File: src/rtl/mux_share_arbiter.sv
// Round-robin time-slice arbiter sharing one registered 2-to-1 mux path between
// requesters X and Y, with synchronised switch requests and a per-grant slice limit.
module mux_share_arbiter #(
    parameter int WIDTH        = 3,
    parameter int SLICE_CYCLES = 50_000_000,
    parameter int SYNC_STAGES  = 2
) (
    input  logic             CLOCK_50,
    input  logic             RESET_N,
    input  logic             REQ_X,
    input  logic             REQ_Y,
    input  logic [WIDTH-1:0] DATA_X,
    input  logic [WIDTH-1:0] DATA_Y,
    output logic             GNT_X,
    output logic             GNT_Y,
    output logic             SEL,
    output logic [WIDTH-1:0] M,
    output logic             HANDOVER
);

    localparam int CNT_W = (SLICE_CYCLES > 1) ? $clog2(SLICE_CYCLES) : 1;
    localparam logic [CNT_W-1:0] CNT_LAST = CNT_W'(SLICE_CYCLES - 1);

    typedef enum logic [1:0] {
        ST_IDLE    = 2'd0,
        ST_GRANT_X = 2'd1,
        ST_GRANT_Y = 2'd2
    } state_t;

    typedef enum logic {
        SERVED_X = 1'b0,
        SERVED_Y = 1'b1
    } served_t;

    logic [SYNC_STAGES-1:0] sync_x_q, sync_x_d;
    logic [SYNC_STAGES-1:0] sync_y_q, sync_y_d;
    logic                   rx, ry;

    state_t                 state_q, state_d;
    served_t                last_served_q, last_served_d;
    logic [CNT_W-1:0]       cnt_q, cnt_d;
    logic                   sel_q, sel_d;
    logic [WIDTH-1:0]       m_q, m_d;
    logic                   handover_q, handover_d;

    logic                   expire;
    logic                   entry;

    // Requests come from raw switches; shift them through a flop chain before use.
    always_comb begin
        sync_x_d = {sync_x_q[SYNC_STAGES-2:0], REQ_X};
        sync_y_d = {sync_y_q[SYNC_STAGES-2:0], REQ_Y};
    end

    assign rx     = sync_x_q[SYNC_STAGES-1];
    assign ry     = sync_y_q[SYNC_STAGES-1];
    assign expire = (cnt_q == CNT_LAST);

    // NOTE: every signal written here gets a default first so no path leaves it
    // unassigned, which would otherwise infer a latch.
    always_comb begin
        state_d       = state_q;
        last_served_d = last_served_q;
        cnt_d         = '0;
        sel_d         = sel_q;
        m_d           = '0;
        handover_d    = 1'b0;
        entry         = 1'b0;

        case (state_q)
            ST_IDLE: begin
                if (rx && (!ry || last_served_q == SERVED_Y)) begin
                    state_d = ST_GRANT_X;
                end else if (ry) begin
                    state_d = ST_GRANT_Y;
                end
            end
            ST_GRANT_X: begin
                // Release takes precedence over expiry; both lead to the same place.
                if (!rx) begin
                    state_d = ry ? ST_GRANT_Y : ST_IDLE;
                end else if (expire && ry) begin
                    state_d = ST_GRANT_Y;
                end
            end
            ST_GRANT_Y: begin
                if (!ry) begin
                    state_d = rx ? ST_GRANT_X : ST_IDLE;
                end else if (expire && rx) begin
                    state_d = ST_GRANT_X;
                end
            end
            default: begin
                state_d = ST_IDLE;
            end
        endcase

        entry = (state_d != state_q) && (state_d != ST_IDLE);

        // A held grant with nobody waiting just restarts its slice silently.
        if (state_d == state_q && state_q != ST_IDLE) begin
            cnt_d = expire ? '0 : cnt_q + CNT_W'(1);
        end

        if (entry) begin
            last_served_d = (state_d == ST_GRANT_X) ? SERVED_X : SERVED_Y;
        end

        case (state_d)
            ST_GRANT_X: begin
                sel_d = 1'b0;
                m_d   = DATA_X;
            end
            ST_GRANT_Y: begin
                sel_d = 1'b1;
                m_d   = DATA_Y;
            end
            default: begin
                sel_d = sel_q;
                m_d   = '0;
            end
        endcase

        handover_d = entry;
    end

    // NOTE: state uses non-blocking assignments so every flop samples the
    // pre-edge value of every other flop, independent of statement order.
    always_ff @(posedge CLOCK_50 or negedge RESET_N) begin
        if (!RESET_N) begin
            sync_x_q      <= '0;
            sync_y_q      <= '0;
            state_q       <= ST_IDLE;
            last_served_q <= SERVED_Y;
            cnt_q         <= '0;
            sel_q         <= 1'b0;
            m_q           <= '0;
            handover_q    <= 1'b0;
        end else begin
            sync_x_q      <= sync_x_d;
            sync_y_q      <= sync_y_d;
            state_q       <= state_d;
            last_served_q <= last_served_d;
            cnt_q         <= cnt_d;
            sel_q         <= sel_d;
            m_q           <= m_d;
            handover_q    <= handover_d;
        end
    end

    assign GNT_X    = (state_q == ST_GRANT_X);
    assign GNT_Y    = (state_q == ST_GRANT_Y);
    assign SEL      = sel_q;
    assign M        = m_q;
    assign HANDOVER = handover_q;

`ifndef SYNTHESIS
    a_grant_exclusive : assert property (@(posedge CLOCK_50) disable iff (!RESET_N)
        !(GNT_X && GNT_Y));
`endif

endmodule

File: config.mk
export PLATFORM = sky130hd
export DESIGN_NAME = mux_share_arbiter
export DESIGN_NICKNAME = d
export VERILOG_FILES = /design/src/rtl/mux_share_arbiter.sv
export SDC_FILE = /design/constraint.sdc
export NUM_CORES = 1
export LEC_CHECK = 0
export BUFFER_PORTS_ARGS = -buffer_cell sky130_fd_sc_hd__buf_2
export CAP_MARGIN = 20
export CORE_AREA = 2 2 60 62
export DETAILED_ROUTE_END_ITERATION = 6
export DIE_AREA = 0 0 62 64
export PLACE_DENSITY = 0.87
export SLEW_MARGIN = 30
export SYNTH_ARGS = -nofsm -noshare
export SYNTH_HDL_FRONTEND = slang
export SYNTH_SLANG_ARGS = --single-unit
File: constraint.sdc
create_clock -name CLOCK_50 -period 3 [get_ports CLOCK_50]
set_input_delay 0 -clock CLOCK_50 [delete_from_list [all_inputs] [get_ports CLOCK_50]]
set_output_delay 0 -clock CLOCK_50 [all_outputs]
set_load 0.05 [all_outputs]
# --- Word-level counts from Yosys, hierarchy flattened ---
# Index checks and enable logic that the tools add are counted.
word_totals:
  register_bits: 38
  inputBits: 10
  output_inout_bits: 7
  word_cells: 41
classes:
  add_sub_neg: 1
  n_eq_ne: 7
  mux: 14
  n_reduce_logical: 11
ops:
  columns: ["operator", "count"]
  rows:
  - ["26-bit 2-to-1 mux", 2]
  - ["26-bit by 1-bit adder with 26-bit output (second input constant)", 1]
  - ["26-bit equality test (second input constant)", 1]
  - ["2-bit 2-to-1 mux", 7]
  - ["2-bit one-hot mux with 3 select lines", 1]
  - ["3-bit one-hot mux with 2 select lines", 1]
  - ["2-bit nonzero test", 3]
  - ["1-bit logical AND", 5]
  - ["2-bit by 1-bit equality test with 1-bit output (second input constant)", 2]
  - ["2-bit equality test (second input constant)", 2]
  - ["2-bit equality test", 1]
  - ["2-bit zero test", 1]
  - ["1-bit 2-to-1 mux", 2]
  - ["2-bit != test", 1]
  - ["1-bit one-hot mux with 2 select lines", 1]
  - ["1-bit zero test", 1]
  - ["1-bit logical OR", 1]

# --- Longest topological paths before layout ---
# Gate-level depths: netlist (run 1).
depth:
  depth_word: 8
  mapped_depth: 11
  depth_no_buf: 10

# --- Worst setup path before layout (run 1) ---
# OpenSTA, ideal clock, no wires.
synth_timing:
  path_kind: "reg2reg"
  start: "register cnt_q[0]"
  end: "register last_served_q"
  setup_time_ns: 0.075
  arrival_time_ns: 2.399
  t_required_ns: 2.925
  setup_slack_ns: 0.526
  path_stages_with_launch: 12
  path_buffers: 1
  period_less_slack_ns: 2.474
  cell_sequence: "dfrtp_1 -> ha_1 -> nand3_2 -> or2_1 -> buf_2 -> nor4_4 -> mux2_4 -> nand4_1 -> ha_1 -> nor3_1 -> a41o_1 -> mux2i_1"
synth_between:
  elab_chain_cells: 7
  word_cells_on_any_way: 13
  classes_between: "3 x eq/ne; 6 x mux; 4 x reduce/logical"
synth_rtl:
  columns: ["element", "line", "source"]
  rows:
  - ["start, declared", "41", "logic [CNT_W-1:0] cnt_q, cnt_d;"]
  - ["start signal, assigned", "144", "cnt_q <= cnt_d;"]
  - ["26-bit equality test (*)", "57", "assign expire = (cnt_q == CNT_LAST);"]
  - ["1-bit logical AND (on tied branches)", "89, 82", null]
  - ["2-bit 2-to-1 mux (on tied branches)", "89, 82", null]
  - ["2-bit 2-to-1 mux (on tied branches)", "87, 80", null]
  - ["2-bit one-hot mux with 3 select lines (*)", "70", "case (state_q)"]
  - ["2-bit != test or 2-bit nonzero test (tied branches)", "98", "entry = (state_d != state_q) && (state_d != ST_IDLE);"]
  - ["1-bit logical AND (*)", "98", null]
  - ["via entry", "47", "logic entry;"]
  - ["end signal, assigned", "143", "last_served_q <= last_served_d;"]
  - ["end, declared", "40", "served_t last_served_q, last_served_d;"]
# Mark *: on every way through the listed nets, which the timed path passes. The rest lies on a longest branch.
# A chain may end at the register's enable or synchronous reset.

# --- Final worst setup path (run 1) ---
# Ends and elaborated chain as after synthesis.

==> results of run 1 <==
-- per-stage QoR --
stage	total power, mW	setup slack [ps]	hold slack [ps]	area [um2]
floorplan	0.7400	526.0	-295.6	1879
global placement	0.7829	433.7	107.7	1982
detailed placement	0.7911	294.4	113.7	1982
CTS	1.151	175.9	258.9	2155
global route	1.196	59.62	254.0	2155
finish	1.140	331.0	251.8	2155
-- critical path, cell delays in order (launching register included) --
cell and delay [ps]:
dfrtp_1 420, ha_1 220, nand3_2 120, or2_1 340
nor4_4 310, mux2_4 230, nand4_1 130, ha_1 250
nor3_1 230, a41o_1 160, mux2i_1 190
-- kinds of logic after synthesis --
kind of cell | after synthesis | synth area share [%]
flops | 38 | 50.67
fa+ha+maj | 4 | 2.663
buf+inv | 11 | 3.461
xor+xnor | 24 | 11.19
mux | 4 | 2.463
compound gates | 10 | 3.462
simple gates | 96 | 26.10
-- how the worst max path moves through the flow --
stage             start            end  slack, ps  depth (start not counted)
6_report       cnt_q[0]  last_served_q        330                         10
3_5_place_dp   cnt_q[0]  last_served_q        290                         10
3_3_place_gp   cnt_q[0]            SEL        430                          8
4_1_cts        cnt_q[0]  last_served_q        180                         10
2_1_floorplan  cnt_q[0]  last_served_q        530                         11
5_1_grt        cnt_q[0]  last_served_q         60                         10
-- cells in the mapped netlist (2+ instances only) --
cell type  count
nor2_1        35
xnor2_1       13
inv_1          6
nand2_1       14
buf_6          3
ha_1           4
and4_1         4
or3_1          2
a21oi_1        5
nand4_1        6
mux2i_1        2
or2_1          2
and3_1         3
nor4_1         2
a22oi_1        3
nor2b_1        5
xor2_1        11
dfrtp_1       37
nor3_1         7
nand3_1       11
-- power groups by stage --
| stage | combinational [mW] | clock, mW | sequential [mW] |
|---|---|---|---|
| global placement | 0.208 | 0 | 0.575 |
| floorplan | 0.118 | 0 | 0.622 |
| finish | 0.223 | 0.348 | 0.568 |
| global route | 0.243 | 0.382 | 0.572 |
| detailed placement | 0.213 | 0 | 0.578 |
| CTS | 0.224 | 0.360 | 0.568 |
-- per-layer routing --
metal	vias up	GRT usage (%)	part of all wire (%)
li1	683	-	-
met1	651	25.57	42
met2	39	31.77	51
met3	9	7.692	5.0
met4	0	6.915	1.9
met5	-	0	0
-- flip-flops by register name, indices dropped and copies added (netlist names) --
signal / count
HANDOVER: 1
M: 3
SEL: 1
cnt_q: 26
last_served_q: 1
state_q: 2
sync_x_q: 2
sync_y_q: 2
-- timing repair --
item	in CTS	in global routing
endpoints found under the hold margin	42	0
endpoints found under the setup margin	0	1
hold buffers	9	0
-- final cells by class --
class | count | share of cell area [%]
flip-flops and latches | 38 | 44.19
clock inverters | 3 | 2.091
multi-input cells | 138 | 40.01
clock buffers | 5 | 1.742
well taps | 46 | 2.671
inverters | 6 | 1.045
repair buffers | 26 | 8.246
==> impl_metrics.toml, run 1 <==
[outcome]
outcome = "finished, final reports clean"

[final_layout]
multiInputGateArea_um2 = 862.1
nets = 229
seq_area_um2 = 952.2
area_growth_pct = 14.65
final_cell_count_no_fill = 262
fin_util_pct = 65.60
final_common_cell = "dfrtp_1"
nFillCells = 272
drive_above_1_share_pct = 14.35
layout_common_cells = "dfrtp_1, nor2_1, buf_2"
diodes = 0

[power_and_ir_drop]
switchingPower_uw = 347.3
pwr-share-comb_pct = 19.5
p_int_uw = 792.3
power.leakage_nw = 0.9210
power.density_nw_per_um2 = 528.9
vdd_drop_max_v = 0.0003641
power_frac_seq_pct = 49.9
power.share.clock_pct = 30.6
netSwitchingFraction_pct = 30.48

[global_route]
first_global_vias = 1318
grtUsageTotal_pct = 20.38
grt.overflow.total = 0
grt_pass1_wl_um = 5878
grt_max_degree = 39
grt_antenna_before_repair = 0

[timing]
finalMaxSlewViolations = 0
worst_pin_slew_ps = 792.7
rsz0062_at_grt = "false"
setup_tns_ps = 0
fin_crit_ps = 2669
setup_viol_count_final = 0
slew_headroom_pct = 47.15
min_period_over_period_pct = 88.97
fmax_mhz = 374.7
final-hold-violation-count = 0
clock_skew_ps = 9.039

[synthesis]
yosys_warnings = 0
synth-edff-count = 0
yosys_register_bits = 38
mappedNetlistArea_um2 = 1879
synth-seq-area-share_pct = 50.67
async_reset_ff_share_pct = 100.0
ys.flop_type = "dfrtp_1"
yosysTopAreaCell = "dfrtp_1"
synth_cells = 187
syn_area_per_cell_um2 = 10.05
synth.distinct_cells = 32
synth_top_area_share_pct = 49.27
synth_area_leaders = "dfrtp_1, nor2_1, xnor2_1, xor2_1, nand3_1"
syn_nets = 201

[critical_path]
crit-reg2reg-launch = "cnt_q[0]"
required_ps = 3290
r2r_slack_ps = 330
r2r_cells = 10
worstSetupStartpointType = "flop"
endpoint_kind = "flop"
worstSetupPathType = "reg -> reg"
path_max_fanout = 6
reg2reg_to = "last_served_q"
critPathArrivalTime_ps = 2960

[place]
place.gp.congestion = 0.8106
place_inst = 245
io_buffers = 16
dp_hpwl_um = 2394

[floorplan]
start_util_pct = 57.22
fp.coreArea_um2 = 3284
dieArea_um2 = 3968
ios = 17
dieHeight_um = 64
fp-row-count = 21
dieWidth_um = 62

[clock_tree]
postCtsSetupRepairBufs = 0
path_clk_slew_ps = 120
cts_sinks = 38
post_cts_resized = 0
htree_num_levels = 2
cts_buffers = 5
cts-root-buf = "clkbuf_4"
cts_max_path_buffers = 2
cts_tree = "built"
clkLatencyLatePin_ps = 350

[route]
drc = 0
wl_um = 3499
dr_total_vias = 1382
ant_nets = 0
wl_per_cell_um = 13.35
drt-vias-per-instance = 5.275
firstDrtPassIters = 4
drt_iter0_markers = 125

[run]
cap_violations = 0

[worst_hold_path]
worstHoldPathType = "in -> async"
No activity file was read; power rests on OpenSTA's default activity.
==> run 2: changes to the inputs <==
- BUFFER_PORTS_ARGS: -buffer_cell sky130_fd_sc_hd__buf_2 -> default
- CORE_AREA: 2 2 60 62 -> 2 2 59 61
- DIE_AREA: 0 0 62 64 -> 0 0 61 63
- DONT_BUFFER_PORTS: default -> 1
- PLACE_DENSITY: 0.87 -> 0.84
==> impl_metrics.toml, run 2 (synthesis gave the netlist of run 1 again) <==
[timing]
worst_pin_slew_ps = 464.7
finalMaxSlewViolations = 0
rsz0062_at_grt = "false"
fin_crit_ps = 2637
setup_viol_count_final = 0
setup_tns_ps = 0
fin_ws_ps = 363.1
min_period_over_period_pct = 87.90
fmax_mhz = 379.2
slew_headroom_pct = 69.02
final-hold-violation-count = 0
clock_skew_ps = 15.79

[clock_tree]
cts_tree = "built"
cts_max_path_buffers = 2
cts-root-buf = "clkbuf_4"
post_cts_resized = 0
cts_sinks = 38
path_clk_slew_ps = 120
cts_buffers = 5
htree_num_levels = 2
clkLatencyLatePin_ps = 350

[route]
dr_total_vias = 1360
drt-vias-per-instance = 5.462
drt_iter0_markers = 76
dr_wl_met3_um = 146
firstDrtPassIters = 4
wl_um = 3572
ant_nets = 0
met2_wirelength_um = 1783
dr.max_layer_used = "met4"
drc = 0
drt-met1-wl_um = 1553
wl_per_cell_um = 14.35

[power_and_ir_drop]
vdd_drop_max_v = 0.0003471
power.leakage_nw = 0.8729
power.density_nw_per_um2 = 506.2

[floorplan]
dieWidth_um = 61
ios = 17
dieHeight_um = 63
dieArea_um2 = 3843
fp.coreArea_um2 = 3232
fp-row-count = 21
start_util_pct = 58.15

[final_layout]
fin_util_pct = 65.08
diodes = 0
multiInputGateArea_um2 = 862.1
drive_above_1_share_pct = 8.867
seq_area_um2 = 952.2
final_common_cell = "dfrtp_1"
nFillCells = 255
nets = 216
max_flop_register = "cnt_q"
area_growth_pct = 11.92
layout_common_cells = "dfrtp_1, nor2_1, nand2_1"
largest_register_ffs = 26

[worst_hold_path]
worstHoldPathType = "in -> async"

[run]
cap_violations = 0

[critical_path]
endpoint_kind = "flop"
path_max_fanout = 6
crit_buf_inv = 0
cp_cell_sequence = "ha_1 > nand3_2 > or2_1 > nor4_4 > mux2_4 > nand4_1 > ha_1 > nor3_1 > a41o_1 > mux2i_1"
worstSetupPathType = "reg -> reg"
critPathArrivalTime_ps = 2920
required_ps = 3290
worstSetupStartpointType = "flop"
critPathMostFrequentCell = "ha_1"
crit_slowest_cell = "dfrtp_1"
crit_family = "simple AND/OR/NAND/NOR gates"
cpPeakStageDelay_ps = 400

[place]
dp_hpwl_um = 2450
place.gp.congestion = 0.7834
pre_cts_ws_ps = 265.6
io_buffers = 0

[global_route]
grtUsageTotal_pct = 22.51
grt_max_degree = 39
grt.overflow.total = 0
grt_antenna_before_repair = 0
grt_pass1_wl_um = 6410
first_global_vias = 1440

[outcome]
outcome = "finished, final reports clean"
run 2: routing by layer:
layer,track usage (%),vias up
met2,35.62,22
met5,0,-
met1,28.02,666
li1,-,662
met3,8.075,10
met4,7.880,0
run 2: power breakdown:
group	total [mW]	switching (mW)	internal [mW]
clock network	0.280	0.167	0.113
logic	0.165	0.0953	0.0696
registers	0.620	0.0750	0.545
total	1.06	0.338	0.727
run 2: cell type report:
class / count / share of cell area (%)
Clock buffer: 6 / 2.439
Clock inverter: 2 / 0.5949
Inverter: 6 / 1.071
Multi-Input combinational cell: 138 / 40.99
Sequential cell: 38 / 45.27
Tap cell: 46 / 2.736
Timing Repair Buffer: 13 / 6.901
run 2: worst paths after layout:
kind / slack [ps] / endpoint / from / depth (start not counted)
max: 360 / last_served_q / cnt_q[0] / 10
min: 80 / cnt_q[23] / RESET_N / 2
max reg2reg: 360 / last_served_q / cnt_q[0] / 10
min reg2reg: 370 / sync_y_q[1] / sync_y_q[0] / 0
max in group asynchronous: 2660 / last_served_q / RESET_N / 2
min in group CLOCK_50: 210 / sync_x_q[0] / REQ_X / 1
run 2: what timing repair did:
action,in CTS,in global routing
buffers inserted,0,0
endpoints found under the setup margin,0,1
hold buffers,10,0
hold endpoints to repair,43,0
run 2: metrics by stage:
| stage | hold WS (ps) | cell area, um2 | instances | power (mW) |
|---|---|---|---|---|
| 3_3_place_gp | -294.6 | 1929 | 231 | 0.7600 |
| 6_report | 77.26 | 2103 | 249 | 1.065 |
| 4_1_cts | 76.75 | 2103 | 249 | 1.071 |
| 3_5_place_dp | -294.6 | 1929 | 231 | 0.7699 |
| 2_1_floorplan | -295.6 | 1879 | 187 | 0.7400 |
| 5_1_grt | 84.24 | 2103 | 249 | 1.117 |
